<file path="config.mk">
export PLATFORM = sky130hd
export DESIGN_NAME = rr_mux_arbiter_flat
export DESIGN_NICKNAME = d
export VERILOG_FILES = /design/src/rtl/rr_mux_arbiter_if.sv /design/src/rtl/rr_mux_arbiter.sv /design/src/flat_wrapper.sv
export SDC_FILE = /design/constraint.sdc
export NUM_CORES = 1
export LEC_CHECK = 0
export CAP_MARGIN = 10
export CORE_MARGIN = 4
export CORE_UTILIZATION = 50
export DETAILED_ROUTE_END_ITERATION = 10
export PLACE_DENSITY = 0.78
export SYNTH_ARGS = -nofsm -noshare
export SYNTH_HDL_FRONTEND = slang
export SYNTH_SLANG_ARGS = --single-unit
</file>
<file path="constraint.sdc">
create_clock -name clk -period 3.4 [get_ports clk]
set_input_delay 1.02 -clock clk [delete_from_list [all_inputs] [get_ports clk]]
set_output_delay 1.02 -clock clk [all_outputs]
set_load 0.005 [all_outputs]
</file>
<file path="src/rtl/rr_mux_arbiter_if.sv">
// rtl/rr_mux_arbiter_if.sv - request/data/grant bundle between requesters and the round-robin mux arbiter
interface rr_mux_arbiter_if;
  logic [3:0] req;
  logic [3:0] last;
  logic [3:0] din;
  logic [3:0] gnt;
  logic [1:0] sel;
  logic       busy;
  logic       dout;
  logic       timeout;

  modport master (
    output req, last, din,
    input  gnt, sel, busy, dout, timeout
  );

  modport slave (
    input  req, last, din,
    output gnt, sel, busy, dout, timeout
  );
endinterface

</file>
<file path="src/rtl/rr_mux_arbiter.sv">
// rtl/rr_mux_arbiter.sv - round-robin arbiter owning a 4:1 bit mux, with hold-timer forced release
module rr_mux_arbiter #(
  parameter int MAX_HOLD = 16
) (
  input  logic              clk,
  input  logic              rst_n,
  rr_mux_arbiter_if.slave   bus
);

  localparam int CW = (MAX_HOLD > 1) ? $clog2(MAX_HOLD) : 1;

  typedef enum logic {IDLE, GRANT} state_t;

  state_t        state;
  logic [1:0]    ptr;
  logic [CW-1:0] hold_cnt;
  logic [3:0]    gnt_q;
  logic [1:0]    sel_q;
  logic          busy_q;
  logic          dout_q;
  logic          timeout_q;

  logic [1:0]    nxt;
  logic          drop;
  logic          fin;
  logic          hit_max;
  logic          rel;

  // Lowest rotational offset from ptr wins, so the loop runs from the far end back to ptr.
  always_comb begin
    logic [1:0] k;
    nxt = ptr;
    for (int i = 3; i >= 0; i--) begin
      k = ptr + 2'(i);
      if (bus.req[k]) nxt = k;
    end
  end

  assign drop    = ~bus.req[sel_q];
  assign fin     = bus.last[sel_q];
  assign hit_max = (hold_cnt == CW'(MAX_HOLD - 1));
  assign rel     = drop | fin | hit_max;

  always_ff @(posedge clk or negedge rst_n) begin
    if (!rst_n) begin
      state     <= IDLE;
      ptr       <= 2'd0;
      hold_cnt  <= '0;
      gnt_q     <= 4'b0000;
      sel_q     <= 2'd0;
      busy_q    <= 1'b0;
      dout_q    <= 1'b0;
      timeout_q <= 1'b0;
    end else begin
      timeout_q <= 1'b0;
      case (state)
        IDLE: begin
          if (|bus.req) begin
            gnt_q    <= 4'b0001 << nxt;
            sel_q    <= nxt;
            busy_q   <= 1'b1;
            hold_cnt <= '0;
            state    <= GRANT;
          end
        end
        GRANT: begin
          if (rel) begin
            gnt_q     <= 4'b0000;
            busy_q    <= 1'b0;
            dout_q    <= 1'b0;
            ptr       <= sel_q + 2'd1;
            state     <= IDLE;
            timeout_q <= hit_max & ~drop & ~fin;
          end else begin
            dout_q   <= bus.din[sel_q];
            hold_cnt <= hold_cnt + CW'(1);
          end
        end
        default: state <= IDLE;
      endcase
    end
  end

  assign bus.gnt     = gnt_q;
  assign bus.sel     = sel_q;
  assign bus.busy    = busy_q;
  assign bus.dout    = dout_q;
  assign bus.timeout = timeout_q;

endmodule

</file>
<file path="src/flat_wrapper.sv">
// flat-port wrapper written by rule: the top's interface ports become plain ports
module rr_mux_arbiter_flat 
#(
  parameter int MAX_HOLD = 16
)
  (clk, rst_n, bus_req, bus_last, bus_din, bus_gnt, bus_sel, bus_busy, bus_dout, bus_timeout);
  rr_mux_arbiter_if bus_i ();
  input  logic clk;
  input  logic rst_n;
  input wire logic [$bits(bus_i.req)-1:0] bus_req;
  input wire logic [$bits(bus_i.last)-1:0] bus_last;
  input wire logic [$bits(bus_i.din)-1:0] bus_din;
  output wire logic [$bits(bus_i.gnt)-1:0] bus_gnt;
  output wire logic [$bits(bus_i.sel)-1:0] bus_sel;
  output wire logic [$bits(bus_i.busy)-1:0] bus_busy;
  output wire logic [$bits(bus_i.dout)-1:0] bus_dout;
  output wire logic [$bits(bus_i.timeout)-1:0] bus_timeout;
  assign bus_i.req = bus_req;
  assign bus_i.last = bus_last;
  assign bus_i.din = bus_din;
  assign bus_gnt = bus_i.gnt;
  assign bus_sel = bus_i.sel;
  assign bus_busy = bus_i.busy;
  assign bus_dout = bus_i.dout;
  assign bus_timeout = bus_i.timeout;
  rr_mux_arbiter #(.MAX_HOLD(MAX_HOLD)) u_core (.clk(clk), .rst_n(rst_n), .bus(bus_i));
endmodule
</file>
==> results.py, run 1 <==
metrics = {
    "outcome": {
        "outcome": "completed",
    },
    "clock_tree": {
        "holdBufCountCts": 0,
        "clockBufferDepth": 2,
        "root_buffer": "clkbuf_4",
        "worst_setup_hold_path_clk_slew_ns": 0.08,
        "clkLatencyLatePin_ns": 0.28,
        "cts_buffers": 3,
        "htree_num_levels": 1,
        "cts_setup_buffers": 0,
        "cts_tree": "built",
        "clock_sinks": 16,
        "cts_resized": 0,
    },
    "critical_path": {
        "cp_cell_sequence": "clkdlybuf4s50_1 -> nor2b_1 -> mux4_2 -> a21boi_4 -> mux2_1",
        "endpoint": "u_core.ptr[1]",
        "rrSetupSlack_ns": 1.58,
        "critPathTopFamily": "multiplexers",
        "worstPathArrival_ns": 2.91,
        "cp_slowest_stage_delay_ns": 0.54,
        "startpoint": "bus_req[0]",
        "regToRegEndpoint": "u_core.ptr[1]",
        "critPathKind": "input port to register",
        "start_kind": "input port",
        "endpoint_kind": "register",
        "cp_data_required_time_ns": 3.57,
        "crit_fanout": 8,
        "critPathBufInv": 1,
        "cp_slowest_cell": "clkdlybuf4s50_1",
        "r2r_cells": 3,
        "reg2reg_from": "u_core.bus.sel[1]",
        "crit_cells": 5,
    },
    "detailed_routing": {
        "drcViolationCount": 0,
        "first_iter_violations": 7,
        "vias_per_cell": 5.80,
        "drt_pass1_iterations": 4,
        "antenna_left": 0,
        "finalWirelength_um": 1910,
        "detail_route.wl_per_cell_um": 15.2,
        "num_vias": 725,
    },
    "global_routing": {
        "met2_usage_pct": 27.3,
        "track_usage_pct": 16.7,
        "top_usage_layer": "met2",
        "antenna_found_initial": 0,
        "use_met1_pct": 21.6,
        "grt_pass1_wl_um": 3190,
        "grt_pass1_vias": 714,
        "grt_max_degree": 17,
        "overflow": 0,
        "gr-usage-met3_pct": 6.63,
    },
    "sta": {
        "slew_viol_final": 0,
        "setup_tns_ns": 0,
        "finalCritPeriodShare_pct": 80.7,
        "skew_ns": 0.00731,
        "min_period_ns": 2.74,
        "rsz0062_at_grt": "no",
        "max_freq_ghz": 0.365,
        "setup_violations": 0,
        "max_slew.worst_pin.slew_ns": 0.681,
        "hold_viol_final": 0,
        "max-slew-margin-rel_pct": 54.5,
    },
    "power_and_ir_drop": {
        "p_clk_share_pct": 11.4,
        "combPwrFrac_pct": 46.5,
        "p_int_w": 0.000515,
        "p_sw_w": 0.000300,
        "leakagePower_nw": 0.529,
        "vdd_drop_max_uv": 523,
        "swShare_pct": 36.8,
        "p_seq_share_pct": 42.1,
        "p_per_area_nw_per_um2": 721,
    },
    "final_layout": {
        "syn2layout_area_growth_pct": 29.1,
        "finalNetCount": 126,
        "n_antenna_cell": 0,
        "postLayoutCellArea_sq_um": 1130,
        "drive_gt1_share_pct": 7.34,
        "stdcell_count": 125,
    },
    "floorplanning": {
        "io_pins": 23,
        "coreArea_sq_um": 1580,
        "die_h_um": 49.9,
        "chipWidth_um": 49.9,
        "rows": 14,
        "die_area_sq_um": 2490,
        "floorplan.initialDensity_pct": 55.6,
    },
    "yosys": {
        "syn_area_sq_um": 876,
        "yosysWarnings": 0,
        "synth_area_per_cell_sq_um": 10.2,
        "ys.flop_type": "dfrtp_1",
        "yosysSeqAreaShare_pct": 45.7,
        "synth_cell_types": 31,
        "netlist_instances": 86,
        "ys_async_sr_fraction_pct": 100,
        "synth.ff_latch_count": 16,
        "synth_edf_count": 0,
        "synthesis.nets": 101,
    },
    "placement": {
        "gp_congestion": 0.798,
        "io_buffers": 22,
        "dp_hpwl_um": 1480,
        "dp.cells": 122,
        "placed_cell_area_sq_um": 1110,
    },
    "run": {
        "drv_cap": 0,
    },
    "min_path": {
        "hold_path.class": "register to register",
    },
}
## stage by stage
| stage | hold slack (ns) | utilization [%] | total power [W] | setup WS (ns) |
|---|---|---|---|---|
| after floorplan | 0.458 | - | 0.000561 | 1.04 |
| after global placement | 0.488 | 70.3 | 0.000714 | 0.423 |
| after detailed placement | 0.511 | 70.3 | 0.000724 | 0.378 |
| after CTS | 0.523 | 71.7 | 0.000819 | 0.678 |
| after global routing | 0.558 | 71.7 | 0.000878 | 0.638 |
| final | 0.514 | 71.7 | 0.000815 | 0.658 |
## layer usage
layer	wire [um]	vias to the layer above
met5	0	-
met4	0	0
li1	-	356
met3	119	0
met1	871	347
met2	915	22
## cell usage in the layout (no fill, tap or decap), drive strengths merged, types with 2 or more instances in the layout
cell type / Yosys / final
a21boi: 2 / 2
a21o: 2 / 2
a21oi: 5 / 5
clkbuf: 2 / 3
clkdlybuf4s50: 0 / 22
dfrtp: 16 / 16
inv: 5 / 5
mux2i: 4 / 4
mux4: 2 / 2
nand2: 10 / 10
nand2b: 4 / 4
nand3: 2 / 2
nor2: 3 / 3
nor2b: 6 / 6
o21ai: 2 / 2
o22a: 2 / 2
o22ai: 4 / 4
o2bb2ai: 2 / 2
## cell families (layout without fill, tap and decap cells)
kind of cell | after synthesis | in the layout | synth area share (%)
multiplexers | 7 | 7 | 11.0
XOR/XNOR | 1 | 1 | 1.00
adder cells (fa/ha/maj) | 1 | 1 | 1.43
buffers and inverters | 7 | 30 | 3.00
AO/OA/AOI/OAI | 23 | 23 | 19.4
AND/OR/NAND/NOR | 31 | 31 | 18.4
flip-flops | 16 | 16 | 45.7
## power groups by stage
stage	clock [W]	sequential (W)	combinational, W
after floorplan	0	0.000320	0.000241
after global placement	0	0.000341	0.000373
after detailed placement	0	0.000346	0.000379
after CTS	0.0000956	0.000342	0.000381
after global routing	0.000105	0.000356	0.000417
final	0.0000929	0.000343	0.000379
## cell usage after synthesis, types with 2 or more instances
cell type,count,area (sq um)
nor2b_1,6,37.5
o21ai_0,2,10.0
o22ai_1,4,25.0
dfrtp_1,16,400
o22a_1,2,17.5
clkbuf_1,2,7.51
o2bb2ai_1,2,17.5
inv_1,5,18.8
nand2b_1,4,25.0
nor2_1,3,11.3
nand3_1,2,10.0
a21o_1,2,15.0
mux2i_1,4,40.0
a21oi_1,5,25.0
mux4_2,2,45.0
nand2_1,10,37.5
## final cells by class
cell class                      count  area (sq um)
Fill cell                         117           445
Multi-Input combinational cell     63           449
Tap cell                           16          20.0
Timing Repair Buffer               22           220
Clock buffer                        3          22.5
Sequential cell                    16           400
Inverter                            5          18.8
## worst register-to-register path, stage by stage (launching register included)
cell      delay [ns]
dfrtp_1         0.47
mux4_2          0.62
a21boi_4        0.28
mux2_1          0.34
## flip-flops by register name, indices dropped and copies added, names as in the netlist
| signal | flops |
|---|---|
| u_core.bus.busy | 1 |
| u_core.bus.dout | 1 |
| u_core.bus.gnt | 4 |
| u_core.bus.sel | 2 |
| u_core.bus.timeout | 1 |
| u_core.hold_cnt | 4 |
| u_core.ptr | 2 |
| u_core.state | 1 |
## worst min-delay path by stage
stage	start	endpoint	depth (start not counted)
final	u_core.hold_cnt[0]	u_core.hold_cnt[0]	1
after global placement	u_core.hold_cnt[3]	u_core.hold_cnt[3]	1
after CTS	u_core.hold_cnt[0]	u_core.hold_cnt[0]	1
after detailed placement	u_core.hold_cnt[0]	u_core.hold_cnt[0]	1
after floorplan	u_core.hold_cnt[3]	u_core.hold_cnt[3]	1
after global routing	u_core.hold_cnt[3]	u_core.hold_cnt[3]	1
Note: power is estimated with default switching activity, not from simulation.
==> inputs of run 2 (changes only) <==
--- a/config.mk
+++ b/config.mk
@@ -7,9 +7,9 @@
 export LEC_CHECK = 0
 export CAP_MARGIN = 10
 export CORE_MARGIN = 4
-export CORE_UTILIZATION = 50
+export CORE_UTILIZATION = 47
 export DETAILED_ROUTE_END_ITERATION = 10
-export PLACE_DENSITY = 0.78
+export PLACE_DENSITY = 0.74
 export SYNTH_ARGS = -nofsm -noshare
 export SYNTH_HDL_FRONTEND = slang
 export SYNTH_SLANG_ARGS = --single-unit
==> constraint.sdc (replaced) <==
create_clock -name clk -period 2.55 [get_ports clk]
set_input_delay 0.765 -clock clk [delete_from_list [all_inputs] [get_ports clk]]
set_output_delay 0.765 -clock clk [all_outputs]
set_load 0.005 [all_outputs]
==> results.py, run 2 (synthesis gave the netlist of run 1 again) <==
metrics = {
    "sta": {
        "min_period_ns": 2.17,
        "slew_viol_final": 0,
        "max_freq_ghz": 0.461,
        "hold_viol_final": 0,
        "max-slew-margin-rel_pct": 73.1,
        "setup_tns_ns": 0,
        "finalCritPeriodShare_pct": 85.1,
        "rsz0062_at_grt": "no",
        "setup_violations": 0,
        "max_slew.worst_pin.slew_ns": 0.399,
        "skew_ns": 0.00339,
    },
    "critical_path": {
        "rrSetupSlack_ns": 0.86,
        "regToRegEndpoint": "u_core.ptr[1]",
        "start_kind": "input port",
        "cp_data_required_time_ns": 2.72,
        "crit_cells": 5,
        "startpoint": "bus_req[3]",
        "endpoint_kind": "register",
        "endpoint": "u_core.ptr[1]",
        "critPathKind": "input port to register",
        "cp_cell_sequence": "clkdlybuf4s50_1 -> nor2b_1 -> mux4_2 -> a21boi_4 -> mux2_1",
        "cp_slowest_cell": "mux4_2",
        "crit_fanout": 2,
        "cp_slowest_stage_delay_ns": 0.51,
        "worstPathArrival_ns": 2.34,
        "critPathBufInv": 1,
        "r2r_cells": 3,
        "reg2reg_from": "u_core.bus.sel[1]",
        "critPathTopFamily": "multiplexers",
    },
    "global_routing": {
        "grt_pass1_vias": 786,
        "antenna_found_initial": 0,
        "grt_max_degree": 17,
        "overflow": 0,
        "grt_pass1_wl_um": 3580,
        "track_usage_pct": 18.6,
    },
    "final_layout": {
        "syn2layout_area_growth_pct": 39.7,
        "seq_area_sq_um": 400,
        "stdcell_count": 144,
        "final_core_util_pct": 70.1,
        "drive_gt1_share_pct": 15.1,
        "fill_cells": 145,
        "n_antenna_cell": 0,
        "multi_input_area_sq_um": 449,
        "mostFrequentLayoutCells": "22 x clkdlybuf4s50_1, 16 x dfrtp_1, 10 x nand2_1",
        "postLayoutCellArea_sq_um": 1220,
        "finalNetCount": 135,
        "layout_commonest_cell": "clkdlybuf4s50_1",
    },
    "clock_tree": {
        "holdBufCountCts": 0,
        "cts_tree": "built",
        "cts_buffers": 3,
        "clock_sinks": 16,
        "root_buffer": "clkbuf_4",
        "clkLatencyLatePin_ns": 0.29,
        "cts_resized": 0,
        "clockBufferDepth": 2,
        "cts_setup_buffers": 0,
        "htree_num_levels": 1,
        "worst_setup_hold_path_clk_slew_ns": 0.09,
    },
    "run": {
        "drv_cap": 0,
    },
    "power_and_ir_drop": {
        "vdd_drop_max_uv": 644,
        "p_per_area_nw_per_um2": 966,
        "finalPower_w": 0.00118,
        "leakagePower_nw": 0.580,
    },
    "min_path": {
        "hold_path.class": "register to register",
    },
    "placement": {
        "placed_cell_area_sq_um": 1190,
        "dp_hpwl_um": 1580,
        "gp_congestion": 0.822,
        "dp.cells": 140,
        "io_buffers": 22,
    },
    "detailed_routing": {
        "num_vias": 766,
        "finalWirelength_um": 2050,
        "drcViolationCount": 0,
        "first_iter_violations": 11,
        "antenna_left": 0,
        "vias_per_cell": 5.32,
        "drt_pass1_iterations": 4,
        "detail_route.wl_per_cell_um": 14.2,
    },
    "floorplanning": {
        "die_h_um": 51.2,
        "die_area_sq_um": 2620,
        "chipWidth_um": 51.2,
        "floorplan.initialDensity_pct": 50.2,
        "rows": 15,
        "coreArea_sq_um": 1750,
        "io_pins": 23,
    },
    "outcome": {
        "outcome": "completed",
    },
}
-- run 2: worst register-to-register path, stage by stage, from the launching register on --
cell      delay (ns)
dfrtp_1         0.48
mux4_2          0.58
a21boi_4        0.18
mux2_1          0.34
-- run 2: area by class of cell --
type,count,area share (%)
well taps,25,2.56
inverters,5,1.53
multi-input cells,63,36.7
flip-flops and latches,16,32.7
repair buffers,31,23.5
clock buffers,4,2.97
-- run 2: how the worst min path moves through the flow --
stage,depth (start not counted),end,slack (ns),from
finish,1,u_core.hold_cnt[0],0.50,u_core.hold_cnt[0]
global route,2,u_core.bus.dout,0.55,u_core.bus.dout
CTS,1,u_core.hold_cnt[0],0.50,u_core.hold_cnt[0]
detailed placement,1,u_core.hold_cnt[0],0.49,u_core.hold_cnt[0]
global placement,1,u_core.hold_cnt[3],0.49,u_core.hold_cnt[3]
floorplan,1,u_core.hold_cnt[3],0.46,u_core.hold_cnt[3]
-- run 2: power breakdown --
group          internal [W]  switching (W)
clock network     0.0000870      0.0000804
registers          0.000349       0.000110
logic              0.000326       0.000230
total              0.000762       0.000420
-- run 2: routing by layer --
| metal | global-route usage [%] | wire length [um] | up-vias |
|---|---|---|---|
| met2 | 30.7 | 945 | 31 |
| met4 | 8.97 | 34 | 0 |
| met1 | 21.8 | 896 | 355 |
| met5 | 0 | 0 | - |
| li1 | - | - | 374 |
| met3 | 5.54 | 175 | 6 |
-- run 2: through the flow --
| stage | hold slack (ns) | setup slack (ns) |
|---|---|---|
| floorplan | 0.458 | 0.444 |
| global placement | 0.491 | 0.0922 |
| detailed placement | 0.491 | 0.0720 |
| CTS | 0.504 | 0.384 |
| global route | 0.553 | 0.296 |
| finish | 0.503 | 0.379 |
==> inputs of run 3 (changes only) <==
--- a/config.mk
+++ b/config.mk
@@ -9,7 +9,9 @@
 export CORE_MARGIN = 4
 export CORE_UTILIZATION = 47
 export DETAILED_ROUTE_END_ITERATION = 10
+export MAX_ROUTING_LAYER = met4
 export PLACE_DENSITY = 0.74
+export SKIP_LAST_GASP = 1
 export SYNTH_ARGS = -nofsm -noshare
 export SYNTH_HDL_FRONTEND = slang
 export SYNTH_SLANG_ARGS = --single-unit
==> results.py, run 3 (synthesis gave the netlist of run 1 again) <==
metrics = {
    "outcome": {
        "outcome": "completed",
    },
    "detailed_routing": {
        "drcViolationCount": 0,
        "finalWirelength_um": 2060,
        "detail_route.wl_per_cell_um": 14.3,
        "drt_pass1_iterations": 4,
        "vias_per_cell": 5.30,
        "antenna_left": 0,
        "num_vias": 763,
        "first_iter_violations": 11,
    },
    "clock_tree": {
        "clockBufferDepth": 2,
        "cts_setup_buffers": 0,
        "clkLatencyLatePin_ns": 0.29,
        "root_buffer": "clkbuf_4",
        "htree_num_levels": 1,
        "cts_buffers": 3,
        "clock_sinks": 16,
        "cts_tree": "built",
        "holdBufCountCts": 0,
        "cts_resized": 0,
        "worst_setup_hold_path_clk_slew_ns": 0.09,
    },
    "floorplanning": {
        "die_area_sq_um": 2620,
        "io_pins": 23,
        "chipWidth_um": 51.2,
        "die_h_um": 51.2,
        "coreArea_sq_um": 1750,
        "rows": 15,
        "floorplan.initialDensity_pct": 50.2,
    },
    "placement": {
        "place_ws_ns": 0.0720,
        "gp_congestion": 0.834,
        "io_buffers": 22,
        "dp_hpwl_um": 1580,
    },
    "critical_path": {
        "cp_slowest_stage_delay_ns": 0.51,
        "cp_data_required_time_ns": 2.72,
        "r2r_cells": 3,
        "crit_fanout": 2,
        "reg2reg_from": "u_core.bus.sel[1]",
        "crit_cells": 5,
        "endpoint_kind": "register",
        "cp_slowest_cell": "mux4_2",
        "worstPathArrival_ns": 2.34,
        "cp_cell_sequence": "clkdlybuf4s50_1 -> nor2b_1 -> mux4_2 -> a21boi_4 -> mux2_1",
        "critPathKind": "input port to register",
        "rrSetupSlack_ns": 0.86,
        "critPathBufInv": 1,
        "startpoint": "bus_req[3]",
        "critPathTopFamily": "multiplexers",
        "start_kind": "input port",
    },
    "global_routing": {
        "top_usage_layer": "met2",
        "grt_pass1_wl_um": 3590,
        "gr-usage-met3_pct": 4.66,
        "met2_usage_pct": 30.7,
        "track_usage_pct": 19.1,
        "antenna_found_initial": 0,
        "grt_max_degree": 17,
        "use_met1_pct": 22.4,
        "grt_pass1_vias": 785,
        "overflow": 0,
    },
    "power_and_ir_drop": {
        "finalPower_w": 0.00118,
        "leakagePower_nw": 0.580,
        "p_per_area_nw_per_um2": 966,
        "vdd_drop_max_uv": 644,
    },
    "sta": {
        "setup_tns_ns": 0,
        "min_period_ns": 2.17,
        "setup_ws_ns": 0.378,
        "hold_ws_ns": 0.503,
        "max-slew-margin-rel_pct": 72.7,
        "skew_ns": 0.00442,
        "hold_viol_final": 0,
        "rsz0062_at_grt": "no",
        "slew_viol_final": 0,
        "finalCritPeriodShare_pct": 85.2,
        "max_slew.worst_pin.slew_ns": 0.406,
        "max_freq_ghz": 0.460,
        "setup_violations": 0,
    },
    "run": {
        "drv_cap": 0,
    },
    "final_layout": {
        "finalNetCount": 135,
        "fill_cells": 145,
        "mostFrequentLayoutCells": "22 x clkdlybuf4s50_1, 16 x dfrtp_1, 10 x nand2_1",
        "syn2layout_area_growth_pct": 39.7,
        "layout_commonest_cell": "clkdlybuf4s50_1",
        "n_antenna_cell": 0,
        "drive_gt1_share_pct": 15.1,
    },
    "min_path": {
        "hold_path.class": "register to register",
        "min_from": "u_core.hold_cnt[0]",
        "whs_path_depth": 1,
    },
}
-- run 3: final timing paths --
kind                                      end
setup / recovery                u_core.ptr[1]
max in group asynchronous   u_core.bus.gnt[3]
min in group asynchronous  u_core.bus.timeout
hold reg to reg            u_core.hold_cnt[0]
hold / removal             u_core.hold_cnt[0]
setup reg to reg                u_core.ptr[1]
-- run 3: routing by layer --
metal | routed length [um] | vias to the layer above
met1 | 950 | 355
met3 | 133 | 4
met5 | 0 | -
li1 | - | 377
met4 | 21 | 0
met2 | 956 | 27
-- run 3: cell type report --
cell class | count | area [sq um] | share of cell area (%)
flip-flops and latches | 16 | 400 | 32.7
repair buffers | 31 | 288 | 23.5
inverters | 5 | 18.8 | 1.53
well taps | 25 | 31.3 | 2.56
multi-input cells | 63 | 449 | 36.7
clock buffers | 4 | 36.3 | 2.97
-- run 3: where the power goes --
part,internal [W],switching [W]
registers,0.000349,0.000110
logic,0.000326,0.000231
clock network,0.0000869,0.0000796
-- run 3: through the flow --
stage	utilization, %	cells	area [sq um]
after floorplan	-	86	876
after global placement	68.0	140	1190
after detailed placement	68.0	140	1190
after CTS	70.1	144	1220
after global routing	70.1	144	1220
final	70.1	144	1220
